File: src/rtl/alu_core_pkg.sv
// Shared opcode/state encodings and latency constants for the alu_core block.
package alu_core_pkg;

    typedef enum logic [2:0] {
        OP_NOP = 3'b000,
        OP_ADD = 3'b001,
        OP_AND = 3'b010,
        OP_XOR = 3'b011,
        OP_MUL = 3'b100,
        OP_RST = 3'b111
    } alu_op_t;

    typedef enum logic [1:0] {
        S_IDLE = 2'd0,
        S_EXEC = 2'd1,
        S_MUL  = 2'd2,
        S_DONE = 2'd3
    } alu_state_t;

    // Edges from accept to the edge at which done is first sampled high.
    localparam int LOGIC_LATENCY = 2;

    function automatic int mul_latency(input int width);
        return width + 1;
    endfunction

endpackage

File: src/rtl/alu_core_mul.sv
// Iterative shift-add multiplier: one partial-product bit of b per cycle, LSB first.
module alu_core_mul #(
    parameter int ALU_IN_OP_WIDTH = 8
) (
    input  logic                         clk,
    input  logic                         rst,
    input  logic                         start_i,
    input  logic [ALU_IN_OP_WIDTH-1:0]   a_i,
    input  logic [ALU_IN_OP_WIDTH-1:0]   b_i,
    output logic                         busy_o,
    output logic                         last_o,
    output logic [2*ALU_IN_OP_WIDTH-1:0] product_o
);
    import alu_core_pkg::*;

    localparam int W  = ALU_IN_OP_WIDTH;
    localparam int CW = (W > 1) ? $clog2(W) : 1;

    logic          busy_q;
    logic [CW-1:0] cnt_q;
    logic [2*W-1:0] acc_q;
    logic [2*W-1:0] mcand_q;
    logic [W-1:0]  mplier_q;
    logic [2*W-1:0] acc_d;

    // product_o already includes the current partial product, so on the last
    // cycle it is the complete product and can be registered by the caller.
    always_comb begin
        acc_d = acc_q;
        if (mplier_q[0]) begin
            acc_d = acc_q + mcand_q;
        end
    end

    assign busy_o    = busy_q;
    assign last_o    = busy_q && (cnt_q == CW'(W - 1));
    assign product_o = acc_d;

    always_ff @(posedge clk) begin
        if (rst) begin
            busy_q   <= 1'b0;
            cnt_q    <= '0;
            acc_q    <= '0;
            mcand_q  <= '0;
            mplier_q <= '0;
        end else if (start_i) begin
            busy_q   <= 1'b1;
            cnt_q    <= '0;
            acc_q    <= '0;
            mcand_q  <= {{W{1'b0}}, a_i};
            mplier_q <= b_i;
        end else if (busy_q) begin
            acc_q    <= acc_d;
            mcand_q  <= mcand_q << 1;
            mplier_q <= mplier_q >> 1;
            cnt_q    <= cnt_q + CW'(1);
            if (last_o) begin
                busy_q <= 1'b0;
            end
        end
    end

endmodule

File: src/rtl/alu_core.sv
// Multi-cycle ALU: FSM, operand capture, add/logic datapath and result register.
module alu_core
    import alu_core_pkg::*;
#(
    parameter int ALU_IN_OP_WIDTH      = 8,
    parameter int ALU_OUT_RESULT_WIDTH = 16
) (
    input  logic                            clk,
    input  logic                            rst,
    input  logic                            valid,
    output logic                            ready,
    input  logic [2:0]                      op,
    input  logic [ALU_IN_OP_WIDTH-1:0]      a,
    input  logic [ALU_IN_OP_WIDTH-1:0]      b,
    output logic                            done,
    output logic [ALU_OUT_RESULT_WIDTH-1:0] result,
    output alu_state_t                      dbg_state
);
    localparam int W  = ALU_IN_OP_WIDTH;
    localparam int RW = ALU_OUT_RESULT_WIDTH;

    generate
        if (RW < 2 * W) begin : g_width_check
            $error("alu_core: ALU_OUT_RESULT_WIDTH must be >= 2*ALU_IN_OP_WIDTH");
        end
    endgenerate

    alu_state_t    state_q, state_d;
    logic [2:0]    op_q;
    logic [W-1:0]  a_q, b_q;
    logic [RW-1:0] result_q, result_d;
    logic [RW-1:0] logic_res;
    logic [W:0]    sum;
    logic          accept;
    logic          mul_start, mul_busy, mul_last;
    logic [2*W-1:0] mul_product;

    // Handshake: a request transfers on any posedge where valid && ready; ready
    // is held low during rst so a simultaneous request is never taken.
    assign ready     = !rst && (state_q == S_IDLE || state_q == S_DONE);
    assign done      = !rst && (state_q == S_DONE);
    assign accept    = valid && ready;
    assign mul_start = accept && (op == OP_MUL);
    assign result    = result_q;
    assign dbg_state = state_q;
    assign sum       = {1'b0, a_q} + {1'b0, b_q};

    alu_core_mul #(.ALU_IN_OP_WIDTH(W)) u_mul (
        .clk      (clk),
        .rst      (rst),
        .start_i  (mul_start),
        .a_i      (a),
        .b_i      (b),
        .busy_o   (mul_busy),
        .last_o   (mul_last),
        .product_o(mul_product)
    );

    always_comb begin
        logic_res = '0;
        case (op_q)
            OP_ADD:  logic_res = RW'(sum);
            OP_AND:  logic_res = RW'(a_q & b_q);
            OP_XOR:  logic_res = RW'(a_q ^ b_q);
            default: logic_res = '0;
        endcase
    end

    always_comb begin
        state_d  = state_q;
        result_d = result_q;
        case (state_q)
            S_IDLE, S_DONE: begin
                state_d = S_IDLE;
                if (accept) begin
                    case (op)
                        OP_ADD, OP_AND, OP_XOR: state_d = S_EXEC;
                        OP_MUL:                 state_d = S_MUL;
                        OP_RST:                 result_d = '0;
                        default:                state_d = S_IDLE;
                    endcase
                end
            end
            S_EXEC: begin
                state_d  = S_DONE;
                result_d = logic_res;
            end
            S_MUL: begin
                if (mul_busy && mul_last) begin
                    state_d  = S_DONE;
                    result_d = RW'(mul_product);
                end
            end
            default: state_d = S_IDLE;
        endcase
    end

    always_ff @(posedge clk) begin
        if (rst) begin
            state_q  <= S_IDLE;
            op_q     <= '0;
            a_q      <= '0;
            b_q      <= '0;
            result_q <= '0;
        end else begin
            state_q  <= state_d;
            result_q <= result_d;
            if (accept) begin
                op_q <= op;
                a_q  <= a;
                b_q  <= b;
            end
        end
    end

endmodule
File: config.mk
export PLATFORM = sky130hd
export DESIGN_NAME = alu_core
export DESIGN_NICKNAME = d
export VERILOG_FILES = /design/src/rtl/alu_core_pkg.sv /design/src/rtl/alu_core_mul.sv /design/src/rtl/alu_core.sv
export SDC_FILE = /design/constraint.sdc
export NUM_CORES = 1
export LEC_CHECK = 0
export CORE_ASPECT_RATIO = 2
export CORE_MARGIN = 5
export CORE_UTILIZATION = 40
export CTS_CLUSTER_SIZE = 12
export DETAILED_ROUTE_END_ITERATION = 16
export GPL_TIMING_DRIVEN = 0
export HOLD_SLACK_MARGIN = 0.12
export PLACE_DENSITY_LB_ADDON = 0.05
export SYNTH_ARGS = -nofsm -noshare
export SYNTH_HDL_FRONTEND = slang
export SYNTH_SLANG_ARGS = --single-unit
File: constraint.sdc
create_clock -name clk -period 2.4 [get_ports clk]
set_input_delay 0.6 -clock clk [delete_from_list [all_inputs] [get_ports clk]]
set_output_delay 0.6 -clock clk [all_outputs]
set_load 0.03 [all_outputs]
==> flow_summary_export.csv <==
group,metric,value,unit
power_and_ir_drop,powerDensity,729.8,mW/mm^2
cells_and_area,final_net_count,648,
die,die_h,158.9,microns
global_route,grt_pass1_wl,21160,microns
die,start_util,0.4076,
logic_synthesis,synth-xor-area-share,0.02963,
place,numPlacedInstances,710,
power_and_ir_drop,p_clk_frac,0.340,
timing,slew_viol_final,0,
clock_network,clock_latency,0.34,ns
logic_synthesis,yosysUniqueCellTypes,51,
die,core,0.01088,sq mm
power_and_ir_drop,p_int,2.711,mW
power_and_ir_drop,combPwrFrac,0.293,
logic_synthesis,ys_seq_area_frac,0.3657,
logic_synthesis,synth_compound_area_frac,0.2023,
setup_path,required,1.80,ns
timing,holdWs,0.4538,ns
logic_synthesis,synth_area_per_cell,8.382,sq um
logic_synthesis,synth_edf_count,0,
die,fp.dieW,84.45,microns
global_route,gr-usage-met1,0.1927,
setup_path,start_kind,"input pin",
logic_synthesis,yosysTopAreaCellShare,0.3657,
logic_synthesis,yosysMostFrequentCell,"dfxtp_1",
cells_and_area,syn_to_final_growth,29.12,%
cells_and_area,insertedDiodeCount,0,
logic_synthesis,async_flop_share,0,
logic_synthesis,synth.area.mux_share,0.09622,
logic_synthesis,synth_simple_gate_area_share,0.1806,
global_route,grt_pass1_vias,4129,
timing,rsz0062_at_grt,"yes",
cells_and_area,seq_area,0.001645,sq mm
logic_synthesis,synthFlopType,"dfxtp_1",
logic_synthesis,ys_ff_latch,81,
logic_synthesis,synth_top_area_cell,"dfxtp_1",
hold_path,min_to,"result[15]$_SDFFE_PP0P_",
global_route,met3_usage,0.03320,
outcome,violations,"setup timing",
power_and_ir_drop,power.switching,1.468,mW
place,place.port_buffers,41,
detailed_routing,drt_iter0_drc,193,
global_route,grt_max_degree,16,
setup_path,worstSetupEndpointType,"output pin",
cells_and_area,multi_input_area,0.002898,sq mm
global_route,antenna_found_initial,0,
logic_synthesis,yosys_warnings,0,
cells_and_area,stdcell_count,741,
clock_network,clockBufferDepth,2,
timing,tightest_slew,0.7586,ns
detailed_routing,vias,4049,
hold_path,hp-start,"result[15]$_SDFFE_PP0P_",
setup_path,reg2regPathDepth,11,
setup_path,cpMaxStageDelayCell,"clkdlybuf4s50_1",
cells_and_area,nFillCells,1045,
clock_network,cts_buffers,9,
setup_path,r2r-end,"result[12]$_SDFFE_PP0P_",
clock_network,root_buffer,"clkbuf_16",
cells_and_area,drive_gt1_frac,0.1631,
detailed_routing,post_drt_wl_per_cell,18.49,microns
logic_synthesis,synth-adder-area-share,0.08804,
global_route,grt_use_total,0.2026,
outcome,outcome,"complete, but fails checks",
logic_synthesis,synthTopCellsByCount,"81 x dfxtp_1, 67 x nand2_1, 59 x nor2_1, 40 x a21oi_1, 37 x mux2i_1",
setup_path,crit_fanout,10,
logic_synthesis,syn-instance-count,529,
detailed_routing,drcViolationCount,0,
setup_path,arrival,1.83,ns
timing,relSlewSlack,0.4943,
global_route,gr-total-overflow,0,
logic_synthesis,synth.area.top_cells,"dfxtp_1 37%, mux2i_1 8.4%, ha_1 7.9%",
clock_network,clkTransAtPathRegs,0.06,ns
cells_and_area,final_core_util,0.5263,
timing,max_freq,411.5,MHz
detailed_routing,ant_nets,0,
power_and_ir_drop,irDropWorstVdd,408.3,uV
hold_path,hold_depth,2,
detailed_routing,dr.pass1.iters,4,
clock_network,cts.htree.levels,3,
die,ioPinCount,42,
timing,hold_violations,0,
power_and_ir_drop,power.share.switching,0.3512,
power_and_ir_drop,leakage,2.012,nW
flow_run,cap_violations,0,
setup_path,cp_slowest_stage_delay,0.61,ns
global_route,busiest_layer,"met2",
place,post_dp_cell_area,0.005020,sq mm
timing,final.min_clock_period,2.430,ns
cells_and_area,fin_area,0.005725,sq mm
hold_path,hold_path_class,"reg -> reg",
timing,setup_violations,2,
place,place_hpwl,10410,microns
clock_network,clock-sinks,81,
detailed_routing,wirelength,13700,microns
place,gp_congestion,0.8481,
timing,fin_skew,0.006299,ns
detailed_routing,via_per_inst,5.464,
power_and_ir_drop,pwr-share-seq,0.368,
logic_synthesis,synth_top_family_by_area,"compound AO/OA/AOI/OAI gates",
setup_path,crit_chain,"clkdlybuf4s50_1 > clkbuf_4 > nor2b_1 > clkdlybuf4s15_2",
timing,setup_ws,-0.03042,ns
die,core.rowCount,54,
global_route,grtUsageMet2,0.3989,
setup_path,reg2reg_slack,0,ns
setup_path,crit_type,"in -> out",
die,die_area,0.01342,sq mm
clock_network,cts_tree,"done",
logic_synthesis,synthesis.area,0.004434,sq mm
power_and_ir_drop,power,4.178,mW
logic_synthesis,synthesis.nets,581,
setup_path,r2r-start,"u_mul.acc_q[0]$_SDFFE_PP0P_",
timing,fin_crit_sh,1.013,
clock_network,holdBufCountCts,0,
critical path: cells and delay by family:
family	cells	cell delay (ns)
buf+inv	3	1.17
simple gates	1	0.06
worst max path at each step:
stage / startpoint / to / slack, ns / cells after the start
floorplan: dbg_state[0]$_SDFFE_PP0P_ / result[11]$_SDFFE_PP0P_ / 0.02 / 9
global placement: rst / u_mul.mcand_q[10]$_SDFFE_PP0P_ / -0.73 / 8
detailed placement: rst / u_mul.mcand_q[10]$_SDFFE_PP0P_ / -0.73 / 8
CTS: u_mul.mcand_q[9]$_SDFFE_PP0P_ / result[15]$_SDFFE_PP0P_ / 0.001 / 9
global route: rst / done / -0.11 / 4
finish: rst / done / -0.03 / 4
area by class of cell:
cell class	count	area share
plain buffers	26	0.01879
well taps	140	0.03059
flip-flops and latches	81	0.2874
inverters	17	0.01115
multi-input cells	404	0.5061
clock inverters	7	0.01355
clock buffers	9	0.03934
repair buffers	57	0.09309
cell usage in the layout (no fill, tap or decap), drive strengths merged, types with 6 or more instances in the layout:
| master | Yosys | layout |
|---|---|---|
| xor2 | 7 | 7 |
| mux2i | 37 | 37 |
| a21oi | 41 | 41 |
| nand2b | 19 | 19 |
| nand2 | 68 | 68 |
| inv | 17 | 19 |
| clkdlybuf4s50 | 0 | 39 |
| nor2 | 59 | 59 |
| xnor2 | 8 | 8 |
| buf | 3 | 19 |
| nor2b | 8 | 8 |
| ha | 28 | 28 |
| a21o | 7 | 7 |
| clkbuf | 24 | 32 |
| nor3 | 6 | 6 |
| a211oi | 22 | 22 |
| a22oi | 8 | 8 |
| o21ai | 37 | 37 |
| dfxtp | 81 | 81 |
logic make-up (layout without fill, tap and decap cells):
family / after synthesis / after routing
and+or+nand+nor: 176 / 176
muxes: 42 / 42
AOI/OAI and AO/OA: 141 / 141
buffers and inverters: 44 / 116
xor gates and xnor gates: 15 / 15
adders and majority gates: 30 / 30
DFF: 81 / 81
metrics by stage:
| step | TNS (ns) | worst slack, ns |
|---|---|---|
| 5_1_grt | -0.6043 | -0.1124 |
| 6_report | -0.03500 | -0.03042 |
| 4_1_cts | 0 | 0.001239 |
| 2_1_floorplan | 0 | 0.02459 |
| 3_5_place_dp | -24.34 | -0.7273 |
| 3_3_place_gp | -23.97 | -0.7276 |
sequential cells by signal, indices dropped and copies added, names as in the netlist:
| register | count |
|---|---|
| op_q | 3 |
| u_mul.busy_o | 1 |
| u_mul.mcand_q | 16 |
| u_mul.mplier_q | 8 |
| u_mul.acc_q | 16 |
| dbg_state | 2 |
| u_mul.cnt_q | 3 |
| result | 16 |
| b_q | 8 |
| a_q | 8 |
layer usage:
layer  wire [microns]  part of all wire
met5                0                 0
met4              618             0.045
met3              317             0.023
met2             7773              0.57
met1             4993              0.36
power groups by stage:
stage               Clock, mW  Combinational, mW  Sequential, mW
global placement            0               1.08            1.57
detailed placement          0               1.09            1.57
global route             1.50               1.34            1.55
CTS                      1.46               1.18            1.54
floorplan                   0              0.679            1.58
finish                   1.42               1.22            1.54
repair_timing:
| action | CTS | global route |
|---|---|---|
| resized for setup | 35 | 41 |
| setup buffers | 5 | 11 |
| endpoints found under the setup margin | 36 | 39 |
| pin swaps | 6 | 18 |
Note: power is estimated with default switching activity, not from simulation.
